===== config.mk =====
export PLATFORM = sky130hd
export DESIGN_NAME = data_stack_flat
export DESIGN_NICKNAME = d
export VERILOG_FILES = /design/src/rtl/stack_pkg.sv /design/src/rtl/data_stack_if.sv /design/src/rtl/stack_regfile.sv /design/src/rtl/data_stack.sv /design/src/flat_wrapper.sv
export SDC_FILE = /design/constraint.sdc
export NUM_CORES = 1
export LEC_CHECK = 0
export ABC_AREA = 1
export BUFFER_PORTS_ARGS = -buffer_cell sky130_fd_sc_hd__buf_2
export CAP_MARGIN = 20
export CELL_PAD_IN_SITES_DETAIL_PLACEMENT = 1
export CELL_PAD_IN_SITES_GLOBAL_PLACEMENT = 2
export CORE_MARGIN = 2
export CORE_UTILIZATION = 36
export DETAILED_ROUTE_END_ITERATION = 7
export PLACE_DENSITY_LB_ADDON = 0.15
export SLEW_MARGIN = 20
export SYNTH_ARGS = -nofsm -noshare
export SYNTH_HDL_FRONTEND = slang
export SYNTH_HIERARCHICAL = 1
export SYNTH_SLANG_ARGS = --single-unit

===== constraint.sdc =====
create_clock -name CLK -period 4.85 [get_ports CLK]
set_input_delay 0.485 -clock CLK [delete_from_list [all_inputs] [get_ports CLK]]
set_output_delay 0.485 -clock CLK [all_outputs]
set_load 0.05 [all_outputs]

===== src/rtl/stack_pkg.sv =====
// Shared stack-processor definitions: data-stack opcode encodings and default stack geometry.
package stack_pkg;

  localparam logic [2:0] OP_NOP  = 3'b000;
  localparam logic [2:0] OP_PUSH = 3'b001;
  localparam logic [2:0] OP_POP  = 3'b010;
  localparam logic [2:0] OP_REPL = 3'b011;
  localparam logic [2:0] OP_BIN  = 3'b100;
  localparam logic [2:0] OP_DUP  = 3'b101;
  localparam logic [2:0] OP_SWAP = 3'b110;
  localparam logic [2:0] OP_OVER = 3'b111;

  localparam int DEF_WIDTH = 16;
  localparam int DEF_DEPTH = 16;

endpackage


===== src/rtl/data_stack_if.sv =====
// Control/datapath-facing bundle of the data stack; overflow/underflow exist only with DATA_STACK_ERR_EN.
interface data_stack_if
  import stack_pkg::*;
#(
  parameter int WIDTH = DEF_WIDTH,
  parameter int DEPTH = DEF_DEPTH
) ();

  localparam int CW = $clog2(DEPTH) + 1;

  logic [2:0]       stackOP;
  logic [WIDTH-1:0] din;
  logic [WIDTH-1:0] top;
  logic [WIDTH-1:0] next;
  logic [CW-1:0]    count;
  logic             full;
  logic             empty;
`ifdef DATA_STACK_ERR_EN
  logic             overflow;
  logic             underflow;
`endif

  modport master (
    output stackOP, din,
    input  top, next, count, full, empty
`ifdef DATA_STACK_ERR_EN
    , input overflow, underflow
`endif
  );

  modport slave (
    input  stackOP, din,
    output top, next, count, full, empty
`ifdef DATA_STACK_ERR_EN
    , output overflow, underflow
`endif
  );

endinterface


===== src/rtl/stack_regfile.sv =====
// DEPTH x WIDTH stack storage: two asynchronous read ports, two synchronous write ports.
module stack_regfile #(
  parameter int WIDTH = 16,
  parameter int DEPTH = 16,
  parameter int AW    = $clog2(DEPTH)
) (
  input  logic             clk,
  input  logic [AW-1:0]    ra0,
  input  logic [AW-1:0]    ra1,
  output logic [WIDTH-1:0] rd0,
  output logic [WIDTH-1:0] rd1,
  input  logic             we0,
  input  logic [AW-1:0]    wa0,
  input  logic [WIDTH-1:0] wd0,
  input  logic             we1,
  input  logic [AW-1:0]    wa1,
  input  logic [WIDTH-1:0] wd1
);

  logic [WIDTH-1:0] mem [DEPTH];

  assign rd0 = mem[ra0];
  assign rd1 = mem[ra1];

  // Port 1 only ever targets a different entry from port 0 (SWAP), so order is irrelevant.
  always_ff @(posedge clk) begin
    if (we0) mem[wa0] <= wd0;
    if (we1) mem[wa1] <= wd1;
  end

endmodule


===== src/rtl/data_stack.sv =====
// Data-stack execution unit: one stack op per clock, TOS/NOS operands, illegal ops suppressed.
// Optional sticky overflow/underflow flags are built when DATA_STACK_ERR_EN is defined.
module data_stack
  import stack_pkg::*;
#(
  parameter int WIDTH = DEF_WIDTH,
  parameter int DEPTH = DEF_DEPTH
) (
  input logic         CLK,
  input logic         reset,
  data_stack_if.slave bus
);

  localparam int AW = $clog2(DEPTH);
  localparam int CW = AW + 1;

  logic [CW-1:0]    sp, sp_nxt;
  logic [AW-1:0]    ptr, ptr_m1, ptr_m2;
  logic [AW-1:0]    wa0, wa1;
  logic [WIDTH-1:0] wd0, wd1;
  logic [WIDTH-1:0] tos_raw, nos_raw;
  logic             we0, we1;
  logic             tos_ok, nos_ok, is_full;
  logic             ovf_ev, unf_ev;

  assign ptr     = sp[AW-1:0];
  assign ptr_m1  = ptr - AW'(1);
  assign ptr_m2  = ptr - AW'(2);
  assign is_full = (sp == CW'(DEPTH));
  assign tos_ok  = (sp != '0);
  assign nos_ok  = (sp > CW'(1));

  stack_regfile #(
    .WIDTH (WIDTH),
    .DEPTH (DEPTH)
  ) u_regfile (
    .clk (CLK),
    .ra0 (ptr_m1),
    .ra1 (ptr_m2),
    .rd0 (tos_raw),
    .rd1 (nos_raw),
    .we0 (we0 & ~reset),
    .wa0 (wa0),
    .wd0 (wd0),
    .we1 (we1 & ~reset),
    .wa1 (wa1),
    .wd1 (wd1)
  );

  // Legality check: underflow is tested before full so it wins for DUP/OVER.
  always_comb begin
    sp_nxt = sp;
    we0    = 1'b0;
    wa0    = ptr;
    wd0    = bus.din;
    we1    = 1'b0;
    wa1    = ptr_m2;
    wd1    = tos_raw;
    ovf_ev = 1'b0;
    unf_ev = 1'b0;
    case (bus.stackOP)
      OP_NOP: ;
      OP_PUSH: begin
        if (is_full) ovf_ev = 1'b1;
        else begin
          we0    = 1'b1;
          sp_nxt = sp + 1'b1;
        end
      end
      OP_POP: begin
        if (!tos_ok) unf_ev = 1'b1;
        else sp_nxt = sp - 1'b1;
      end
      OP_REPL: begin
        if (!tos_ok) unf_ev = 1'b1;
        else begin
          we0 = 1'b1;
          wa0 = ptr_m1;
        end
      end
      OP_BIN: begin
        if (!nos_ok) unf_ev = 1'b1;
        else begin
          we0    = 1'b1;
          wa0    = ptr_m2;
          sp_nxt = sp - 1'b1;
        end
      end
      OP_DUP: begin
        if (!tos_ok) unf_ev = 1'b1;
        else if (is_full) ovf_ev = 1'b1;
        else begin
          we0    = 1'b1;
          wd0    = tos_raw;
          sp_nxt = sp + 1'b1;
        end
      end
      OP_SWAP: begin
        if (!nos_ok) unf_ev = 1'b1;
        else begin
          we0 = 1'b1;
          wa0 = ptr_m1;
          wd0 = nos_raw;
          we1 = 1'b1;
        end
      end
      OP_OVER: begin
        if (!nos_ok) unf_ev = 1'b1;
        else if (is_full) ovf_ev = 1'b1;
        else begin
          we0    = 1'b1;
          wd0    = nos_raw;
          sp_nxt = sp + 1'b1;
        end
      end
      default: ;
    endcase
  end

  always_ff @(posedge CLK) begin
    if (reset) sp <= '0;
    else       sp <= sp_nxt;
  end

  assign bus.top   = tos_ok ? tos_raw : '0;
  assign bus.next  = nos_ok ? nos_raw : '0;
  assign bus.count = sp;
  assign bus.full  = is_full;
  assign bus.empty = ~tos_ok;

`ifdef DATA_STACK_ERR_EN
  logic ovf_q, unf_q;

  always_ff @(posedge CLK) begin
    if (reset) begin
      ovf_q <= 1'b0;
      unf_q <= 1'b0;
    end else begin
      if (ovf_ev) ovf_q <= 1'b1;
      if (unf_ev) unf_q <= 1'b1;
    end
  end

  assign bus.overflow  = ovf_q;
  assign bus.underflow = unf_q;
`else
  logic unused_ev;
  assign unused_ev = ovf_ev | unf_ev;
`endif

endmodule


===== src/flat_wrapper.sv =====
// flat-port wrapper written by rule: the top's interface ports become plain ports
module data_stack_flat import stack_pkg::*;
#(
  parameter int WIDTH = DEF_WIDTH,
  parameter int DEPTH = DEF_DEPTH
)
  (CLK, reset, bus_stackOP, bus_din, bus_top, bus_next, bus_count, bus_full, bus_empty);
  data_stack_if #(.WIDTH(WIDTH), .DEPTH(DEPTH)) bus_i ();
  input logic CLK;
  input logic reset;
  input wire logic [$bits(bus_i.stackOP)-1:0] bus_stackOP;
  input wire logic [$bits(bus_i.din)-1:0] bus_din;
  output wire logic [$bits(bus_i.top)-1:0] bus_top;
  output wire logic [$bits(bus_i.next)-1:0] bus_next;
  output wire logic [$bits(bus_i.count)-1:0] bus_count;
  output wire logic [$bits(bus_i.full)-1:0] bus_full;
  output wire logic [$bits(bus_i.empty)-1:0] bus_empty;
  assign bus_i.stackOP = bus_stackOP;
  assign bus_i.din = bus_din;
  assign bus_top = bus_i.top;
  assign bus_next = bus_i.next;
  assign bus_count = bus_i.count;
  assign bus_full = bus_i.full;
  assign bus_empty = bus_i.empty;
  data_stack #(.WIDTH(WIDTH), .DEPTH(DEPTH)) u_core (.CLK(CLK), .reset(reset), .bus(bus_i));
endmodule

Word-level counts from Yosys, hierarchy flattened
Memory sizes are Yosys's and may differ from the RTL's.
Cells that the tools add are included.
- add/subtract/negate cells: 4
- $lt $le $gt $ge: 1
- eq/ne operators: 12
- mux-type cells: 29
- bitwise logic cells: 4
- reduce and logical (&&, ||, !) cells: 4
- operators by type and width (operator ; number):
    $mux 16 ; 7
    $pmux 16 s3 ; 1
    $mux 5 ; 5
    $pmux 5 s5 ; 1
    $eq 3x3->1 const B ; 4
    $mux 4 ; 3
    $pmux 4 s3 ; 1
    $mux 1 ; 10
    $reduce_bool 5->1 ; 2
    $ne 2x1->1 const B ; 4
    $eq 3x2->1 const B ; 2
    $add 5x1->5 const B ; 1
    $eq 5x5->1 const B ; 1
    $gt 5x1->1 const B ; 1
    $pmux 1 s5 ; 1
    $reduce_and 5->1 ; 1
    $sub 5x1->5 const B ; 1
    $sub 4x1->4 const B ; 1
    $sub 4x2->4 const B ; 1
    $eq 3x1->1 const B ; 1
    $and 1x1->1 ; 2
    $not 1->1 ; 2
    $reduce_or 2->1 ; 1
- register bits after elaboration: 5
- bits in writable memories: 256
- input bits: 21
- output and inout bits: 39
- word-level logic and storage cells: 56
- memories: 1
- memories (memory ; words ; width ; rd ports ; clocked after Yosys merged registers in ; write ports ; RTL line ; source):
    u_core.u_regfile.mem ; 16 ; 16 ; 2 ; 0 ; 2 ; stack_regfile.sv:20 ; logic [WIDTH-1:0] mem [DEPTH];

Depth between registers and ports, before layout
Gate-level depths: netlist (run 1).
- word-level depth: 7
- mapped depth: 19
- depth with buffers taken out: 15

Cells and area by module
Netlist (run 1), hierarchy kept.
- modules (own cells, without submodules) (module ; instances ; cells each ; area each (um2) ; sequential area each (um2)):
    stack_regfile ; 1 ; 2304 ; 16428.3 ; 7687.4
    data_stack ; 1 ; 338 ; 1694.1 ; 100.1

Worst setup path before layout (run 1)
OpenSTA, ideal clock, no wires.
- path kind: reg2reg
- start: register u_core.sp[1], in the netlist u_core/bus.count[1]
- end: memory u_core.u_regfile.mem[13][0] (enable)
- library setup time: 411 ps
- arrival time: 3642 ps
- required time: 4439 ps
- path slack: 797 ps
- cell stages (with the launch flop): 15
- path buffers: 1
- clock period less this slack: 4053 ps
- cell sequence: dfxtp_1 > inv_1 > ha_1 > nand2_1 > nand3_1 > nand2_2 > nand2_4 > buf_6 > nand2_1 > o21ai_2 > xor2_1 > inv_1 > nor2_1 > nand2_1 > o21ai_0
- RTL lines (element ; RTL line ; source):
    start, declared ; data_stack.sv:17 ; logic [CW-1:0] sp, sp_nxt;
    start signal, assigned ; data_stack.sv:122 ; else sp <= sp_nxt;
    end, declared ; stack_regfile.sv:20 ;

Worst setup path in the final report (run 1)
- start: register u_core.sp[1], in the netlist u_core/bus.count[1]
- end: output bus_next[9]
- longest elaborated chain between the ends: 3
- elaborated cells on any way between the ends: 4
- those cells by class: 1 x add/sub; 1 x order compare; 1 x mux; 1 x memory
- ends and longest elaborated chain (element ; RTL line ; source):
    $sub 4x2->4 ; data_stack.sv:28 ; assign ptr_m2 = ptr - AW'(2);
    net u_core.ptr_m2[1] ; data_stack.sv:18 ; logic [AW-1:0] ptr, ptr_m1, ptr_m2;
    $mem_v2 16x16 ; - ;
    net u_core.nos_raw[9] ; data_stack.sv:21 ; logic [WIDTH-1:0] tos_raw, nos_raw;
    $mux 16 ; data_stack.sv:126 ; assign bus.next = nos_ok ? nos_raw : '0;
    end, declared ; flat_wrapper.sv:14 ; output wire logic [$bits(bus_i.next)-1:0] bus_next;
The timed path passes the listed nets, and every way through them passes these cells.

==> flow_summary.ini, run 1 <==
[status]
outcome = complete, no violations

[layout]
antennaDiodeCount = 0
area_growth_pct = 10.9
drive_gt1_frac = 0.0873
regArea_mm2 = 0.00779
layout.nets = 2627
fillCellCount = 6369
multiInputGateArea_mm2 = 0.00820

[die]
die_area_mm2 = 0.0522
dieHeight_um = 228
num_io_pins = 60
coreArea_mm2 = 0.0500
die_w_um = 228
num_rows = 82
initial_core_util = 0.363

[synthesis]
ys_seq_area_frac = 0.430
synth-warning-count = 6
synth_top_flop_cell = edfxtp_1
synth_cells = 2642
synth_nets = 2670
synth_cell_type_count = 34
syn_avg_cell_area_um2 = 6.86
syn-cell-area_mm2 = 0.0181
synth_async_sr_flop_share = 0
synth_edf_count = 256
synth-seq-cells = 261

[sta]
finalSetupTns_ns = 0
whs_ns = 0.200
finalWorstPathRequiredPeriod_ns = 4.13
finalHoldViolCount = 0
slew_viol_final = 0
relSlewSlack = 0.307
fin_crit_sh = 0.852
finClkSkew_ns = 0.0138
rsz0062_at_grt = false
tightest_slew_ns = 1.04
fmax_ghz = 0.242
setup_viol = 0

[critical_path]
r2r-end = u_core/u_regfile/mem[4][0]
rr_startpoint = u_core/bus.count[2]
worstPathArrival_ns = 3.65
reg2reg_depth = 13
ff2ff_setup_slack_ns = 0.83
critPathCaptureType = output port
worstPathMaxFanout = 38
worstPathRequired_ns = 4.37
critPathLaunchType = flip-flop
path_class = reg -> out

[clock_tree]
clock_latency_ns = 0.55
cts_buffers = 36
ctsHoldBuffers = 0
cts.sinks = 261
cts_resized = 0
cts_setup_buffers = 0
htreeDepth = 2
cts.clk_slew.worst_paths_ns = 0.06
cts_root_buf = clkbuf_16
cts_tree = done
cts.path.max_buffers = 3

[global_route]
grt_max_degree = 79
antenna_found_initial = 0
grt_usage = 0.296
grt_pass1_vias = 19000
grt-ovfl-total = 0
grt_pass1_wl_mm = 116

[flow_run]
maxCapViolations = 0

[hold_path]
holdPathEnd = u_core/bus.count[4]
min_from = reset
hold_class = in -> reg
hold_path_depth = 2

[placed_design]
gp_congestion = 0.872
post-dp-hpwl_mm = 50.4
io_buffer_count = 59

[pwr]
power.leakage_uw = 0.00939
powerDensity_mw_per_mm2 = 501
peakVddDrop_mv = 0.349

[detailed_routing]
ant_nets = 0
post-route-drc-count = 0
drtIter0Drc = 1233
viasPerCell = 5.54
route.vias.total = 18200
wl_per_cell_um = 23.6
dr.pass1.iters = 5
routed_wl_mm = 77.8
## Yosys cell counts, types with 7 or more instances
| library cell | number | area (um2) |
|---|---|---|
| inv_1 | 354 | 1330 |
| nand3_1 | 515 | 2580 |
| buf_2 | 56 | 280 |
| inv_2 | 11 | 41.3 |
| buf_1 | 49 | 184 |
| nand2_1 | 939 | 3520 |
| ha_1 | 7 | 87.6 |
| edfxtp_1 | 256 | 7690 |
| o21ai_1 | 20 | 100 |
| clkbuf_1 | 83 | 312 |
| nand2_2 | 12 | 75.1 |
| o21ai_0 | 254 | 1270 |
| nor2_1 | 29 | 109 |
## metal layers
| layer | vias up | GRT usage | share of wire |
|---|---|---|---|
| met2 | 502 | 0.542 | 0.51 |
| met1 | 9153 | 0.347 | 0.39 |
| met4 | 0 | 0.138 | 0.047 |
| met3 | 178 | 0.0293 | 0.045 |
| li1 | 8416 | - | - |
| met5 | - | 0 | 0 |
## area by class of cell
cell class,instances,area share
well taps,672,0.0418
flip-flops and latches,261,0.388
clock inverters,19,0.00666
repair buffers,115,0.0393
inverters,368,0.0692
multi-input cells,1817,0.408
clock buffers,44,0.0474
## through the flow
| step | total power [uW] | setup slack [ns] | util | area [um2] | cells |
|---|---|---|---|---|---|
| 6_report | 10100 | 0.720 | 0.402 | 20100 | 3296 |
| 5_1_grt | 10500 | 0.514 | 0.402 | 20100 | 3296 |
| 4_1_cts | 10100 | 0.701 | 0.402 | 20100 | 3296 |
| 3_5_place_dp | 7580 | 0.876 | 0.381 | 19000 | 3233 |
| 3_3_place_gp | 7490 | 0.928 | 0.380 | 19000 | 3233 |
| 2_1_floorplan | 5760 | 0.797 | - | 18100 | 2642 |
## how the worst max path moves through the flow
stage	startpoint	to	cells after the start
after global routing	u_core/bus.count[2]	u_core/u_regfile/mem[9][10]	16
after detailed placement	u_core/bus.count[2]	u_core/u_regfile/mem[4][0]	13
final	u_core/bus.count[1]	bus_next[9]	11
after global placement	u_core/bus.count[2]	u_core/u_regfile/mem[5][9]	11
after CTS	u_core/bus.count[1]	bus_next[11]	11
after floorplan	u_core/bus.count[1]	u_core/u_regfile/mem[13][0]	14
## logic make-up after synthesis
group / count (synthesis) / share of synthesized area
flops: 261 / 0.430
fa+ha+maj: 7 / 0.00483
simple gates: 1514 / 0.357
buf+inv: 564 / 0.123
xor+xnor: 6 / 0.00290
compound gates: 290 / 0.0824
## state kept, by name, summed over array words and instances, names as in the netlist
name                  count
u_core/u_regfile/mem    256
u_core/bus.count          5
## where the power goes
group / switching (uW) / internal [uW] / total [uW]
clock network: 1040 / 1490 / 2530
registers: 32.1 / 2640 / 2670
logic: 3870 / 1010 / 4880
## worst max-delay path: stages, from the launching register on
cell	delay [ns]
dfxtp_1	0.46
inv_2	0.12
buf_4	0.35
inv_2	0.73
buf_12	0.31
nand3_1	0.11
nand3_1	0.15
nand3_1	0.17
nand2_1	0.22
inv_1	0.06
nor2_1	0.09
buf_2	0.26
## placed cells by master, fill, tap and decap left out, types with 4 or more instances in the layout
cell type and n:
inv_4 4, nor2_1 29, buf_2 59, nor2_2 5, clkbuf_16 37, clkbuf_1 7, ha_1 7, edfxtp_1 256
clkinv_1 11, buf_4 50, nor2_4 5, nand2_2 12, xor2_1 4, nand2_1 939, dfxtp_1 4, buf_12 6
inv_2 13, o21ai_0 240, nand3_1 515, clkinv_2 8, a21oi_1 5, o21ai_2 14, o211ai_1 5, inv_1 349
o21ai_1 20
(Power assumes the default switching activity.)
==> run 2: changes to the inputs <==
--- a/config.mk
+++ b/config.mk
@@ -8,10 +8,8 @@
 export ABC_AREA = 1
 export BUFFER_PORTS_ARGS = -buffer_cell sky130_fd_sc_hd__buf_2
 export CAP_MARGIN = 20
-export CELL_PAD_IN_SITES_DETAIL_PLACEMENT = 1
-export CELL_PAD_IN_SITES_GLOBAL_PLACEMENT = 2
 export CORE_MARGIN = 2
-export CORE_UTILIZATION = 36
+export CORE_UTILIZATION = 55
 export DETAILED_ROUTE_END_ITERATION = 7
 export PLACE_DENSITY_LB_ADDON = 0.15
 export SLEW_MARGIN = 20
==> run 2 against run 1 <==
  * Via count is 0.85% higher
  * Final cell count down 7.2%
  * Clock power about the same
==> flow_summary.ini, run 2 (synthesis gave the netlist of run 1 again) <==
[layout]
fin_util = 0.610
fillCellCount = 3005
largest_reg_flops = 256
layout.nets = 2621
top_register = u_core/u_regfile/mem
layout_common_cells = 939 x nand2_1, 515 x nand3_1, 349 x inv_1, 256 x edfxtp_1, 240 x o21ai_0
area_growth_pct = 9.26
drive_gt1_frac = 0.0867
antennaDiodeCount = 0
layout_commonest_cell = nand2_1

[clock_tree]
cts_resized = 0
cts_tree = done
cts_root_buf = clkbuf_16
cts_buffers = 34
ctsHoldBuffers = 0
cts.clk_slew.worst_paths_ns = 0.05
cts.path.max_buffers = 3
clock_latency_ns = 0.53
htreeDepth = 2
cts.sinks = 261
cts_setup_buffers = 0

[die]
die_area_mm2 = 0.0344
num_rows = 66
coreArea_mm2 = 0.0325
dieHeight_um = 186
die_w_um = 186
num_io_pins = 60
initial_core_util = 0.558

[detailed_routing]
dr.pass1.iters = 7
routed_wl_mm = 68.8
route.vias.total = 18400
drtIter0Drc = 3064
viasPerCell = 6.02
ant_nets = 0
wl_per_cell_um = 22.5
post-route-drc-count = 0

[critical_path]
worstPathRequired_ns = 4.37
crit_path_start = u_core/bus.count[1]
worstPathMaxFanout = 34
path_class = reg -> out
worstPathArrival_ns = 3.59
rr_startpoint = u_core/bus.count[2]
ff2ff_setup_slack_ns = 0.86
critPathCaptureType = output port
critPathLaunchType = flip-flop

[placed_design]
post-place-ws_ns = 0.947
io_buffer_count = 59
post-dp-hpwl_mm = 43.7
gp_congestion = 0.967

[hold_path]
hold_class = in -> reg
min_from = reset

[pwr]
power.leakage_uw = 0.00936
power_frac_clock = 0.251
pwr-share-seq = 0.264
p_int_uw = 5150
power_switching_uw = 4950
p_sw_frac = 0.490
power.total_uw = 10100
combPwrFrac = 0.484
powerDensity_mw_per_mm2 = 510
peakVddDrop_mv = 0.359

[global_route]
grt_pass1_wl_mm = 103
grt-ovfl-total = 0
antenna_found_initial = 1
grt_max_degree = 130
grt_pass1_vias = 17000
grt_usage = 0.401

[sta]
finalHoldViolCount = 0
slew_viol_final = 0
finalSetupTns_ns = 0
finClkSkew_ns = 0.0199
setup_viol = 0
rsz0062_at_grt = false
fmax_ghz = 0.245
tightest_slew_ns = 1.13
finalWorstPathRequiredPeriod_ns = 4.08
setup_slack_ns = 0.774
fin_crit_sh = 0.840
relSlewSlack = 0.246

[status]
outcome = complete, no violations

[flow_run]
maxCapViolations = 0
## run 2: cell types whose count changed in the layout (fill, tap and decap cells not counted), sizes merged
cell	before	now
buf	115	111
inv	366	370
clkinv	19	15
clkinvlp	0	1
clkbuf	44	38
bufinv	2	4
## run 2: layer usage
metal,vias up,track usage,part of all wire
met3,226,0.0902,0.15
met4,0,0.157,0.038
li1,8415,-,-
met2,1369,0.582,0.42
met1,8394,0.580,0.39
met5,-,0,0
## run 2: path summary, 6_finish.rpt
kind / to / depth (start not counted)
max: bus_next[14] / 11
min: u_core/bus.count[0] / 2
max reg2reg: u_core/u_regfile/mem[15][9] / 11
min reg2reg: u_core/bus.count[0] / 2
## run 2: critical path: stages (launching register included)
cell and delay [ns]:
dfxtp_1 0.50, inv_2 0.14, buf_4 0.33, inv_2 0.66, buf_4 0.29, nand3_1 0.09
nand3_1 0.18, nand3_1 0.12, nand2_1 0.20, inv_1 0.07, nor2_1 0.16, buf_2 0.29
## run 2: metrics by stage
step           std cells  instance area (um2)  hold slack (ns)
4_1_cts             3058                19800            0.212
5_1_grt             3059                19800            0.249
2_1_floorplan       2642                18100            0.554
3_3_place_gp        2997                18700            0.578
6_report            3059                19800            0.233
3_5_place_dp        2998                18700            0.586
## run 2: power groups by stage
stage	combinational, uW	clock, uW	sequential [uW]
floorplan	3040	0	2720
global placement	4640	0	2710
detailed placement	4680	0	2720
CTS	4690	2560	2670
global route	5150	2630	2680
finish	4890	2540	2670
## run 2: area by class of cell
class	count	area, um2	area share
clock buffers	38	866	0.0437
clock inverters	22	234	0.0118
inverters	368	1390	0.0703
multi-input cells	1817	8220	0.415
flip-flops and latches	261	7790	0.393
well taps	442	553	0.0279
repair buffers	111	747	0.0377
==> run 3: changes to the inputs <==
--- a/config.mk
+++ b/config.mk
@@ -5,7 +5,7 @@
 export SDC_FILE = /design/constraint.sdc
 export NUM_CORES = 1
 export LEC_CHECK = 0
-export ABC_AREA = 1
+export ABC_AREA = 0
 export BUFFER_PORTS_ARGS = -buffer_cell sky130_fd_sc_hd__buf_2
 export CAP_MARGIN = 20
 export CORE_MARGIN = 2
==> constraint.sdc (replaced) <==
create_clock -name CLK -period 3.3 [get_ports CLK]
set_input_delay 0.33 -clock CLK [delete_from_list [all_inputs] [get_ports CLK]]
set_output_delay 0.33 -clock CLK [all_outputs]
set_load 0.05 [all_outputs]
==> run 3 against run 2 <==
  * The flow now finishes with violations (setup timing)
  * Via count fell by 38%
  * Final cell count is 45% lower
  * Critical path depth did not move
  * Hold slack lost 0.16 ns
  * Worst setup slack got worse by 0.86 ns
  * Core utilization is 8.6 points higher
  * Non-clock buffer count rose by 163
  * Register-to-register slack got worse by 0.94 ns
  * Flip-flop and latch count stayed put
  * Synthesized area fell by 9.5%
  * Sequential share of layout area is 1.4 points lower
  * Global-route usage shrank 6.4 points
  * Critical endpoint is now u_core/u_regfile/mem[15][14]
==> flow_summary.ini, run 3 <==
[status]
outcome = complete, but fails checks
violations = setup timing

[synthesis]
synthTopCellsByCount = 256 x edfxtp_1, 236 x mux2_2, 128 x mux4_2
synth_most_common_cell = edfxtp_1
synth_cell_type_count = 66
synth-warning-count = 6
synth_top_area_share = 0.469
synth-seq-cells = 261
synth_cells = 1074
synth_top_cell_by_area = edfxtp_1
synth_async_sr_flop_share = 0
syn_avg_cell_area_um2 = 15.3
synth_edf_count = 256
synth_top_flop_cell = edfxtp_1
synthTopCellsByArea = edfxtp_1 47%, mux4_2 18%, mux2_2 16%
ys_seq_area_frac = 0.475
syn-cell-area_mm2 = 0.0164
synth_nets = 1102

[sta]
rsz0062_at_grt = true
tightest_slew_ns = 0.608
finClkSkew_ns = 0.0115
fmax_ghz = 0.296
setup_viol = 188
fin_crit_sh = 1.02
finalHoldViolCount = 0
finalWorstPathRequiredPeriod_ns = 3.38
relSlewSlack = 0.595
setup_slack_ns = -0.0812
slew_viol_final = 0

[layout]
design_area_mm2 = 0.0205
drive_gt1_frac = 0.637
layout.nets = 1298
area_growth_pct = 25.2
layout_common_cells = 256 x edfxtp_1, 236 x mux2_2, 169 x buf_4, 128 x mux4_2, 40 x buf_12
largest_reg_flops = 256
fillCellCount = 2003
antennaDiodeCount = 0
top_register = u_core/u_regfile/mem
layout_commonest_cell = edfxtp_1

[clock_tree]
clock_latency_ns = 0.56
cts.sinks = 261
cts_tree = done
cts.clk_slew.worst_paths_ns = 0.06
htreeDepth = 1
cts_root_buf = clkbuf_16
cts.path.max_buffers = 3
ctsHoldBuffers = 0
cts_buffers = 30

[detailed_routing]
viasPerCell = 6.81
dr.pass1.iters = 5
post-route-drc-count = 0
top_layer = met4
drtIter0Drc = 1109
met2_wirelength_mm = 24.6
wl_met3_mm = 5.47
ant_nets = 0
route.vias.total = 11500
routed_wl_mm = 53.0
wl_met1_mm = 20.3
wl_per_cell_um = 31.5

[global_route]
antenna_found_initial = 0
grt-ovfl-total = 0
grt_pass1_vias = 11600
grt_pass1_wl_mm = 75.2
grt_max_degree = 68
grt_usage = 0.337

[critical_path]
worstPathMaxFanout = 6
ff2ff_setup_slack_ns = -0.08
crit_path_max_incr_delay_ns = 0.44
worstPathArrival_ns = 3.64
cp_num_buf_inv = 4
critPathCaptureType = flip-flop
cp_cell_sequence = clkinvlp_4 > buf_4 > ha_1 > or4b_4 > o21ai_4 > buf_4 > or3_1 > o221ai_2 > nand3_1 > o22ai_2 > buf_4
path_common_cell = buf_4
worstPathRequired_ns = 3.56
cpMaxStageDelayCell = or3_1
path_delay_family = simple AND/OR/NAND/NOR gates
critPathLaunchType = flip-flop
path_class = reg -> reg

[die]
initial_core_util = 0.556
die_w_um = 177
coreArea_mm2 = 0.0295
dieHeight_um = 177
num_io_pins = 60
die_area_mm2 = 0.0312
num_rows = 63

[placed_design]
io_buffer_count = 59
dpl_cell_area_mm2 = 0.0186
gp_congestion = 0.916
post-dp-hpwl_mm = 33.7

[hold_path]
hold_class = in -> reg

[flow_run]
maxCapViolations = 0
run 3: changes by cell type after synthesis, moves of 18 or more:
cell      previous run  this run
nand2_1            939        38
nand3_1            515         3
inv_1              354         9
o21ai_0            254        11
mux2_2               0       236
mux4_2               0       128
a22oi_1              0        65
buf_1               49         4
clkbuf_1            83        51
buf_2               56        34
nor2b_1              0        22
and2_1               0        20
o21ai_1             20         1
mux2_4               0        18
run 3: cell type report:
type / count / area, um2 / share of cell area
clock buffers: 36 / 795 / 0.0387
inverters: 9 / 48.8 / 0.00238
repair buffers: 274 / 2650 / 0.129
flip-flops and latches: 261 / 7800 / 0.380
well taps: 390 / 488 / 0.0238
clock inverters: 20 / 239 / 0.0116
multi-input cells: 693 / 8510 / 0.414
repair inverters: 1 / 7.51 / 0.000366
run 3: worst reg2reg max path: stages (launching register included):
cell and delay [ns]:
dfxtp_4 0.36, clkinvlp_4 0.19, buf_4 0.20, ha_1 0.19
or4b_4 0.22, o21ai_4 0.08, buf_4 0.16, or3_1 0.44
o221ai_2 0.35, nand3_1 0.33, o22ai_2 0.32, buf_4 0.24
run 3: final timing paths:
path                       start                           end  cells past startpoint
min                        reset           u_core/bus.count[0]                      2
min reg2reg  u_core/bus.count[4]           u_core/bus.count[4]                      2
max reg2reg  u_core/bus.count[1]  u_core/u_regfile/mem[15][14]                     11
max          u_core/bus.count[1]  u_core/u_regfile/mem[15][14]                     11
run 3: timing repair:
| item | in CTS | in global routing |
|---|---|---|
| gates cloned | 4 | 1 |
| endpoints found under the setup margin | 56 | 538 |
| pin swaps | 8 | 19 |
| resized for setup | 33 | 100 |
| setup buffers | 16 | 17 |
run 3: cell families (layout without fill, tap and decap cells):
family	Yosys count	count (layout)	share of synthesized area
mux	386	386	0.357
buf+inv	120	340	0.0384
xor+xnor	7	7	0.00374
flops	261	261	0.475
fa+ha+maj	7	7	0.00534
compound gates	146	146	0.0686
simple gates	147	147	0.0523
run 3: metrics by stage:
step / std cells / TNS, ns / utilization / setup WS (ns) / hold WS, ns
floorplan: 1074 / -15.19 / - / -0.115 / 0.586
global placement: 1591 / 0 / 0.630 / 0.0715 / 0.573
detailed placement: 1591 / 0 / 0.630 / 0.00557 / 0.586
CTS: 1667 / -0.941 / 0.679 / -0.0585 / 0.0502
global route: 1684 / -23.59 / 0.697 / -0.163 / 0.0863
finish: 1684 / -8.82 / 0.697 / -0.0812 / 0.0707
run 3: layer usage:
layer  track usage  vias to the layer above
li1              -                     4780
met1         0.454                     5910
met2         0.515                      622
met3        0.0876                      153
met4         0.158                        0
met5             0                        -
Power of run 3 is left out: the tool's default activity adds up to more than one toggle a clock period on the data nets, which glitch-free logic cannot reach.
